==> config.mk <==
export PLATFORM = sky130hd
export DESIGN_NAME = lc3_mem_access_flat
export DESIGN_NICKNAME = d
export VERILOG_FILES = /design/src/rtl/lc3_mem_access_if.sv /design/src/rtl/lc3_mem_access.sv /design/src/flat_wrapper.sv
export SDC_FILE = /design/constraint.sdc
export NUM_CORES = 1
export LEC_CHECK = 0
export ABC_AREA = 1
export ABC_CLOCK_PERIOD_IN_PS = 2150
export CAP_MARGIN = 30
export CORE_MARGIN = 4
export CORE_UTILIZATION = 40
export CTS_CLUSTER_DIAMETER = 100
export DETAILED_ROUTE_END_ITERATION = 16
export PLACE_DENSITY = 0.78
export SYNTH_ARGS = -nofsm -noshare
export SYNTH_HDL_FRONTEND = slang
export SYNTH_SLANG_ARGS = --single-unit
export TNS_END_PERCENT = 50
==> constraint.sdc <==
create_clock -name clk -period 2.15 [get_ports clk]
set_input_delay 0.215 -clock clk [delete_from_list [all_inputs] [get_ports clk]]
set_output_delay 0.215 -clock clk [all_outputs]
set_load 0.01 [all_outputs]
==> src/rtl/lc3_mem_access_if.sv <==
// Request and memory-bus bundle for the LC-3 memory-access sequencer.
// slave is the sequencer's view; master is the datapath/memory side.
interface lc3_mem_access_if;
    logic        req_valid;
    logic        req_ready;
    logic        req_store;
    logic        req_indirect;
    logic [15:0] ea;
    logic [15:0] wdata;
    logic        done;
    logic [15:0] rsp_data;
    logic        err;
    logic        mem_en;
    logic        mem_we;
    logic [15:0] mem_addr;
    logic [15:0] mem_wdata;
    logic [15:0] mem_rdata;
    logic        mem_ready;

    modport slave (
        input  req_valid, req_store, req_indirect, ea, wdata, mem_rdata, mem_ready,
        output req_ready, done, rsp_data, err, mem_en, mem_we, mem_addr, mem_wdata
    );

    modport master (
        output req_valid, req_store, req_indirect, ea, wdata, mem_rdata, mem_ready,
        input  req_ready, done, rsp_data, err, mem_en, mem_we, mem_addr, mem_wdata
    );
endinterface

==> src/rtl/lc3_mem_access.sv <==
// LC-3 memory-access sequencer: LD/ST/LDR/STR/LDI/STI through MAR/MDR.
// Define LC3_MEM_TIMEOUT_EN to abort accesses that wait TIMEOUT_CYCLES for mem_ready.
module lc3_mem_access #(
    parameter int unsigned TIMEOUT_CYCLES = 255
) (
    input logic              clk,
    input logic              rst_n,
    lc3_mem_access_if.slave  bus
);

    typedef enum logic [1:0] {StIdle, StPtr, StAccess, StDone} stateT;

    stateT       stateQ, stateD;
    logic [15:0] marQ, marD;
    logic [15:0] mdrQ, mdrD;
    logic        storeQ, storeD;

`ifdef LC3_MEM_TIMEOUT_EN
    localparam int unsigned WaitW =
        ($clog2(TIMEOUT_CYCLES + 1) > 8) ? $clog2(TIMEOUT_CYCLES + 1) : 8;

    logic [WaitW-1:0] waitQ, waitD;
    logic [WaitW-1:0] waitInc;
    logic             errQ, errD;
    logic             timeoutHit;

    assign waitInc    = waitQ + WaitW'(1);
    assign timeoutHit = (waitInc == WaitW'(TIMEOUT_CYCLES));
`else
    logic [31:0] unusedTimeout;
    assign unusedTimeout = TIMEOUT_CYCLES;
`endif

    always_ff @(posedge clk or negedge rst_n) begin
        if (!rst_n) begin
            stateQ <= StIdle;
            marQ   <= 16'h0000;
            mdrQ   <= 16'h0000;
            storeQ <= 1'b0;
`ifdef LC3_MEM_TIMEOUT_EN
            waitQ  <= '0;
            errQ   <= 1'b0;
`endif
        end else begin
            stateQ <= stateD;
            marQ   <= marD;
            mdrQ   <= mdrD;
            storeQ <= storeD;
`ifdef LC3_MEM_TIMEOUT_EN
            waitQ  <= waitD;
            errQ   <= errD;
`endif
        end
    end

    always_comb begin
        stateD = stateQ;
        marD   = marQ;
        mdrD   = mdrQ;
        storeD = storeQ;
`ifdef LC3_MEM_TIMEOUT_EN
        waitD  = waitQ;
        errD   = errQ;
`endif
        unique case (stateQ)
            StIdle: begin
                if (bus.req_valid) begin
                    marD   = bus.ea;
                    mdrD   = bus.wdata;
                    storeD = bus.req_store;
                    stateD = bus.req_indirect ? StPtr : StAccess;
`ifdef LC3_MEM_TIMEOUT_EN
                    waitD  = '0;
                    errD   = 1'b0;
`endif
                end
            end
            StPtr: begin
                if (bus.mem_ready) begin
                    marD   = bus.mem_rdata;
                    stateD = StAccess;
`ifdef LC3_MEM_TIMEOUT_EN
                    waitD  = '0;
                end else if (timeoutHit) begin
                    // Pointer never arrived: skip the data access entirely.
                    mdrD   = 16'h0000;
                    errD   = 1'b1;
                    stateD = StDone;
                end else begin
                    waitD  = waitInc;
`endif
                end
            end
            StAccess: begin
                if (bus.mem_ready) begin
                    if (!storeQ) begin
                        mdrD = bus.mem_rdata;
                    end
                    stateD = StDone;
`ifdef LC3_MEM_TIMEOUT_EN
                end else if (timeoutHit) begin
                    mdrD   = 16'h0000;
                    errD   = 1'b1;
                    stateD = StDone;
                end else begin
                    waitD  = waitInc;
`endif
                end
            end
            StDone: begin
                stateD = StIdle;
            end
            default: begin
                stateD = StIdle;
            end
        endcase
    end

    // Strobes come from the state register alone, never from req_valid or mem_ready.
    assign bus.req_ready = (stateQ == StIdle);
    assign bus.mem_en    = (stateQ == StPtr) || (stateQ == StAccess);
    assign bus.mem_we    = (stateQ == StAccess) && storeQ;
    assign bus.done      = (stateQ == StDone);
    assign bus.mem_addr  = marQ;
    assign bus.mem_wdata = mdrQ;
    assign bus.rsp_data  = mdrQ;
`ifdef LC3_MEM_TIMEOUT_EN
    assign bus.err       = (stateQ == StDone) && errQ;
`else
    assign bus.err       = 1'b0;
`endif

endmodule
==> src/flat_wrapper.sv <==
// flat-port wrapper written by rule: the top's interface ports become plain ports
module lc3_mem_access_flat 
#(
    parameter int unsigned TIMEOUT_CYCLES = 255
)
  (clk, rst_n, bus_req_valid, bus_req_store, bus_req_indirect, bus_ea, bus_wdata, bus_mem_rdata, bus_mem_ready, bus_req_ready, bus_done, bus_rsp_data, bus_err, bus_mem_en, bus_mem_we, bus_mem_addr, bus_mem_wdata);
  lc3_mem_access_if bus_i ();
  input logic clk;
  input logic rst_n;
  input wire logic [$bits(bus_i.req_valid)-1:0] bus_req_valid;
  input wire logic [$bits(bus_i.req_store)-1:0] bus_req_store;
  input wire logic [$bits(bus_i.req_indirect)-1:0] bus_req_indirect;
  input wire logic [$bits(bus_i.ea)-1:0] bus_ea;
  input wire logic [$bits(bus_i.wdata)-1:0] bus_wdata;
  input wire logic [$bits(bus_i.mem_rdata)-1:0] bus_mem_rdata;
  input wire logic [$bits(bus_i.mem_ready)-1:0] bus_mem_ready;
  output wire logic [$bits(bus_i.req_ready)-1:0] bus_req_ready;
  output wire logic [$bits(bus_i.done)-1:0] bus_done;
  output wire logic [$bits(bus_i.rsp_data)-1:0] bus_rsp_data;
  output wire logic [$bits(bus_i.err)-1:0] bus_err;
  output wire logic [$bits(bus_i.mem_en)-1:0] bus_mem_en;
  output wire logic [$bits(bus_i.mem_we)-1:0] bus_mem_we;
  output wire logic [$bits(bus_i.mem_addr)-1:0] bus_mem_addr;
  output wire logic [$bits(bus_i.mem_wdata)-1:0] bus_mem_wdata;
  assign bus_i.req_valid = bus_req_valid;
  assign bus_i.req_store = bus_req_store;
  assign bus_i.req_indirect = bus_req_indirect;
  assign bus_i.ea = bus_ea;
  assign bus_i.wdata = bus_wdata;
  assign bus_i.mem_rdata = bus_mem_rdata;
  assign bus_i.mem_ready = bus_mem_ready;
  assign bus_req_ready = bus_i.req_ready;
  assign bus_done = bus_i.done;
  assign bus_rsp_data = bus_i.rsp_data;
  assign bus_err = bus_i.err;
  assign bus_mem_en = bus_i.mem_en;
  assign bus_mem_we = bus_i.mem_we;
  assign bus_mem_addr = bus_i.mem_addr;
  assign bus_mem_wdata = bus_i.mem_wdata;
  lc3_mem_access #(.TIMEOUT_CYCLES(TIMEOUT_CYCLES)) u_core (.clk(clk), .rst_n(rst_n), .bus(bus_i));
endmodule
# [After elaboration in Yosys (flattened, before gate mapping)]
# Cells that the tools add are included.
[totals] inputBits=54 elab_cells=32 out_inout_bits=53 register_bits=35
[classes] eq_ne=7 n_mux=12 n_reduce_logical=9
[op_table] cell="2-to-1 mux 16 bit" n=5
[op_table] cell="one-hot mux 16 bit (2 select lines)" n=2
[op_table] cell="2-to-1 mux 2 bit" n=4
[op_table] cell="!= test 2 bit, second input constant" n=4
[op_table] cell="one-hot mux 2 bit (4 select lines)" n=1
[op_table] cell="AND reduction 3 bit" n=2
[op_table] cell="== test 2 bit, second input constant" n=2
[op_table] cell="AND reduction 4 bit" n=1
[op_table] cell="nonzero test 2 bit" n=2
[op_table] cell="== test 2 x 1 -> 1 bit, second input constant" n=1
[op_table] cell="zero test 2 bit" n=1
[op_table] cell="AND reduction 2 bit" n=1
[op_table] cell="logical AND 1 bit" n=1
[op_table] cell="logical OR 1 bit" n=1

# [Logic depth before layout (Yosys ltp)]
# Gate-level depths: netlist (run 1).
[logic_depth] ltp_word=3 mapped_depth=9

# [Least setup slack after synthesis (run 1)]
# No wires, ideal clock.
[synth_timing] kind="register -> register" from="register u_core.stateQ[0]" to="register u_core.mdrQ[0], in the netlist u_core.bus.mem_wdata[0]" setup_slack_ns=0.660 setup_ns=0.117 synth_period_minus_slack_ns=1.490 arrival_time_ns=1.373 path_stages_with_launch=9 cell_sequence="dfrtp_1 -> inv_1 -> ha_1 -> nand2_2 -> nand2_4 -> nand2_4 -> buf_6 -> nand2_1 -> nand2_1"
[synth_between] elab_chain_cells=3 word_cells_on_any_way=8 classes_between="eq/ne: 4; mux: 1; reduce/logical: 3"
[synth_rtl] element="from (decl)" line="lc3_mem_access.sv:13" text="stateT stateQ, stateD;"
[synth_rtl] element="from (signal assigned)" line="lc3_mem_access.sv:36" text="stateQ <= StIdle;"
[synth_rtl] element="from (signal assigned)" line="lc3_mem_access.sv:45" text="stateQ <= stateD;"
[synth_rtl] element="zero test 2 bit *"
[synth_rtl] element="via bus_req_ready" line="flat_wrapper.sv:17" text="output wire logic [$bits(bus_i.req_ready)-1:0] bus_req_ready;"
[synth_rtl] element="!= test 2 bit (no line) or nonzero test 2 bit (tied branches)"
[synth_rtl] element="AND reduction 4 bit (no line)"
[synth_rtl] element="to (signal assigned)" line="lc3_mem_access.sv:47" text="mdrQ <= mdrD;"
[synth_rtl] element="to (decl)" line="lc3_mem_access.sv:15" text="logic [15:0] mdrQ, mdrD;"
# The timed path passes the listed nets; every way through them passes the cells marked *.
# A chain may end at the register's enable or synchronous reset.

# [Worst setup path in the final report (run 1)]
[layout_timing] from="register u_core.stateQ[0]" to="output bus_mem_we"
[layout_between] elab_chain_cells=2
[layout_rtl] element="== test 2 bit" line="lc3_mem_access.sv:122" text="assign bus.mem_we = (stateQ == StAccess) && storeQ;"
[layout_rtl] element="logical AND 1 bit" line="lc3_mem_access.sv:122"
[layout_rtl] element="to (decl)" line="flat_wrapper.sv:22" text="output wire logic [$bits(bus_i.mem_we)-1:0] bus_mem_we;"
# No other way between the ends.

==> results of run 1 <==
per-layer routing:
metal	up-vias	routed length (µm)	global-route usage, %	part of all wire, %
li1	1067	-	-	-
met1	918	2530	24.5	43
met2	56	2930	30.0	50
met3	4	300	2.77	5.2
met4	0	59	5.74	1.0
met5	-	0	0	0
cell usage after synthesis:
cell type,number
a21oi_1,1
a31oi_1,1
buf_2,4
buf_4,19
buf_6,4
clkbuf_1,1
conb_1,1
dfrtp_1,35
ha_1,7
inv_1,23
inv_2,3
nand2_1,154
nand2_2,2
nand2_4,4
nand3_1,17
nand3_2,1
nor2_1,2
nor2_2,1
nor2_4,1
o21a_1,1
o21ai_0,17
o21ai_4,1
worst reg2reg max path, stage by stage (launching register included):
cell and delay (ns):
dfrtp_1 0.43, inv_1 0.14, ha_1 0.31, nor2_2 0.09
inv_1 0.07, nand3_2 0.27, nand2_1 0.16, nand2_1 0.06
state kept, by name, summed over array words and instances, names as in the netlist:
signal and count:
u_core.storeQ 1, u_core.bus.mem_addr 16, u_core.stateQ 2, u_core.bus.mem_wdata 16
layout make-up:
| type | instances | area share (%) |
|---|---|---|
| clock inverter | 1 | 0.157 |
| sequential | 35 | 27.6 |
| tap | 70 | 2.76 |
| multi-input combinational | 211 | 30.4 |
| clock buffer | 7 | 2.40 |
| timing repair buffer | 108 | 33.6 |
| inverter | 26 | 3.07 |
where the power goes:
group          internal, mW  switching, mW  leakage (nW)
Combinational          1.37           1.51          1.14
Clock                 0.227          0.226        0.0422
Sequential            0.994          0.226         0.433
logic make-up (layout without fill, tap and decap cells):
family	Yosys count	after routing
adders and majority gates	7	7
and+or+nand+nor	182	182
other	1	1
AOI/OAI and AO/OA	21	21
buffers and inverters	54	142
DFF	35	35
final timing paths:
check | startpoint | to | slack (ns) | depth (start not counted)
max | u_core.stateQ[0]$_DFFE_PN0P_ | bus_mem_we | 0.15 | 5
min | rst_n | u_core.bus.mem_wdata[4]$_DFFE_PN0P_ | 0.01 | 1
max reg2reg | u_core.stateQ[1]$_DFFE_PN0P_ | u_core.bus.mem_addr[8]$_DFFE_PN0P_ | 0.51 | 7
min reg2reg | u_core.bus.mem_addr[10]$_DFFE_PN0P_ | u_core.bus.mem_addr[10]$_DFFE_PN0P_ | 0.48 | 2
max in group asynchronous | rst_n | u_core.bus.mem_addr[2]$_DFFE_PN0P_ | 1.63 | 1
min in group clk | u_core.bus.mem_addr[10]$_DFFE_PN0P_ | u_core.bus.mem_addr[10]$_DFFE_PN0P_ | 0.48 | 2
metrics by stage:
stage,hold slack (ns),utilization (%)
floorplan,-0.0806,-
global placement,0.339,59.9
detailed placement,0.346,59.9
CTS,0.0461,61.4
global route,0.0761,61.4
finish,0.0148,61.4
==> results.py, run 1 <==
metrics = {
    "status": {
        "outcome": "finished clean",
    },
    "power_and_ir_drop": {
        "p_leak_nw": 1.62,
        "p_total_mw": 4.55,
        "peakVddDrop_v": 0.000829,
        "cellPowerDensity_nw_per_um2": 1430,
    },
    "route": {
        "drtIter0Drc": 54,
        "drtAntennaViolNets": 0,
        "vias": 2045,
        "via_per_inst": 4.47,
        "wl_per_cell_um": 12.7,
        "drc_errors": 0,
        "wirelength_um": 5820,
        "firstDrtPassIters": 4,
    },
    "floorplan": {
        "fp.dieW_um": 81.4,
        "dieHeight_um": 81.4,
        "core_um2": 5170,
        "dieArea_um2": 6620,
        "rows": 26,
        "ios": 107,
        "start_util_pct": 41.6,
    },
    "timing": {
        "fin_crit_sh_pct": 92.8,
        "rsz0062_at_grt": "false",
        "tns_ns": 0,
        "finalSetupViolCount": 0,
        "fin_skew_ns": 0.00737,
        "timing.final.ws_setup_ns": 0.155,
        "max_freq_mhz": 501,
        "period_needed_ns": 2.00,
        "worstMarginPinSlew_ns": 0.795,
        "slew_viol_final": 0,
        "hold_viol_final": 0,
        "max_slew_margin_pct": 47.0,
    },
    "clock_network": {
        "ctsHoldBuffers": 0,
        "worstSkewPairLatency_ns": 0.28,
        "cts_made_buffers": 5,
        "post_cts_buffers": 0,
        "htreeDepth": 2,
        "cts_max_path_buffers": 2,
        "clkTransAtPathRegs_ns": 0.07,
        "clockRootBuffer": "clkbuf_8",
        "cts_tree": "built",
        "cts_resized": 0,
        "clock-sinks": 35,
    },
    "final_layout": {
        "layout_commonest_cell": "nand2_1",
        "fillerInstances": 477,
        "seqCellArea_um2": 876,
        "final_cell_mix": "nand2_1 (154), clkdlybuf4s50_1 (104), dfrtp_1 (35)",
        "multi_input_area_um2": 967,
        "fin_nets": 448,
        "synthToLayoutAreaGrowth_pct": 47.7,
        "antenna_cells": 0,
        "drive_above_1_share_pct": 5.93,
        "stdcell_area_um2": 3180,
        "layout.cells.non_filler": 458,
    },
    "logic_synthesis": {
        "synth-compound-area-share_pct": 5.58,
        "synth_top_family_by_area": "simple AND/OR/NAND/NOR gates",
        "synthTopCellsByArea": "dfrtp_1 (41%), nand2_1 (27%), buf_4 (6.6%), ha_1 (4.1%), inv_1 (4.0%)",
        "synth_xor_area_share_pct": 0,
        "syn_area_um2": 2150,
        "synth_fp_nets": 361,
        "ys_seq_area_share_pct": 40.7,
        "synth_top_area_share_pct": 40.7,
        "yosys.area.top_type": "dfrtp_1",
        "ys_warn_count": 0,
        "synth-adder-area-share_pct": 4.07,
        "netlist_instances": 300,
        "synth-seq-cells": 35,
        "synthesis.area_per_instance_um2": 7.17,
        "muxShareOfSynthArea_pct": 0,
        "synth_simple_gate_area_share_pct": 35.1,
        "ys_types": 22,
    },
    "job": {
        "maxCapViolations": 0,
    },
    "worst_setup_path": {
        "crit_top_cell": "inv_1",
        "critPathRequiredTime_ns": 1.93,
        "path_cells": "inv_1, ha_1, nand2_1, inv_1, clkdlybuf4s50_1",
        "slowest_stage": "clkdlybuf4s50_1",
        "max_stage_delay_ns": 0.53,
        "worstSetupPathType": "reg2out",
        "crit_family": "buffers and inverters",
        "worst_ep_arrival_time_ns": 1.78,
        "cp_max_fo": 5,
        "crit_buf_inv": 3,
        "crit_path_end_kind": "output port",
        "cp-start-kind": "register",
    },
    "global_routing": {
        "grt_overflow": 0,
        "grt_max_degree": 36,
        "grt_antenna_before_repair": 0,
        "gr-usage-all-layers_pct": 18.2,
        "grt_pass1_wl_um": 9300,
        "grt_pass1_vias": 1899,
    },
    "placement": {
        "port_buffers": 105,
        "routabilityCongestion": 0.868,
        "dp_hpwl_um": 4660,
        "place_area_um2": 3100,
        "dp_cells": 450,
        "pre_cts_slack_ns": 0.447,
    },
    "min_path": {
        "hold_path_class": "in2async",
    },
}
(Power assumes the default switching activity.)
==> run 2: changes to the inputs <==
--- a/config.mk
+++ b/config.mk
@@ -13,6 +13,7 @@
 export CTS_CLUSTER_DIAMETER = 100
 export DETAILED_ROUTE_END_ITERATION = 16
 export PLACE_DENSITY = 0.78
+export SLEW_MARGIN = 25
 export SYNTH_ARGS = -nofsm -noshare
 export SYNTH_HDL_FRONTEND = slang
 export SYNTH_SLANG_ARGS = --single-unit
==> results of run 2 <==
Same layout as run 1: the final DEF is identical, and so are final timing and power.
==> run 3: changes to the inputs <==
--- a/config.mk
+++ b/config.mk
@@ -6,13 +6,13 @@
 export NUM_CORES = 1
 export LEC_CHECK = 0
 export ABC_AREA = 1
-export ABC_CLOCK_PERIOD_IN_PS = 2150
 export CAP_MARGIN = 30
 export CORE_MARGIN = 4
 export CORE_UTILIZATION = 40
 export CTS_CLUSTER_DIAMETER = 100
 export DETAILED_ROUTE_END_ITERATION = 16
 export PLACE_DENSITY = 0.78
+export SKIP_LAST_GASP = 1
 export SLEW_MARGIN = 25
 export SYNTH_ARGS = -nofsm -noshare
 export SYNTH_HDL_FRONTEND = slang
==> results of run 3 <==
Same layout as run 1: the final DEF is identical, and so are final timing and power.
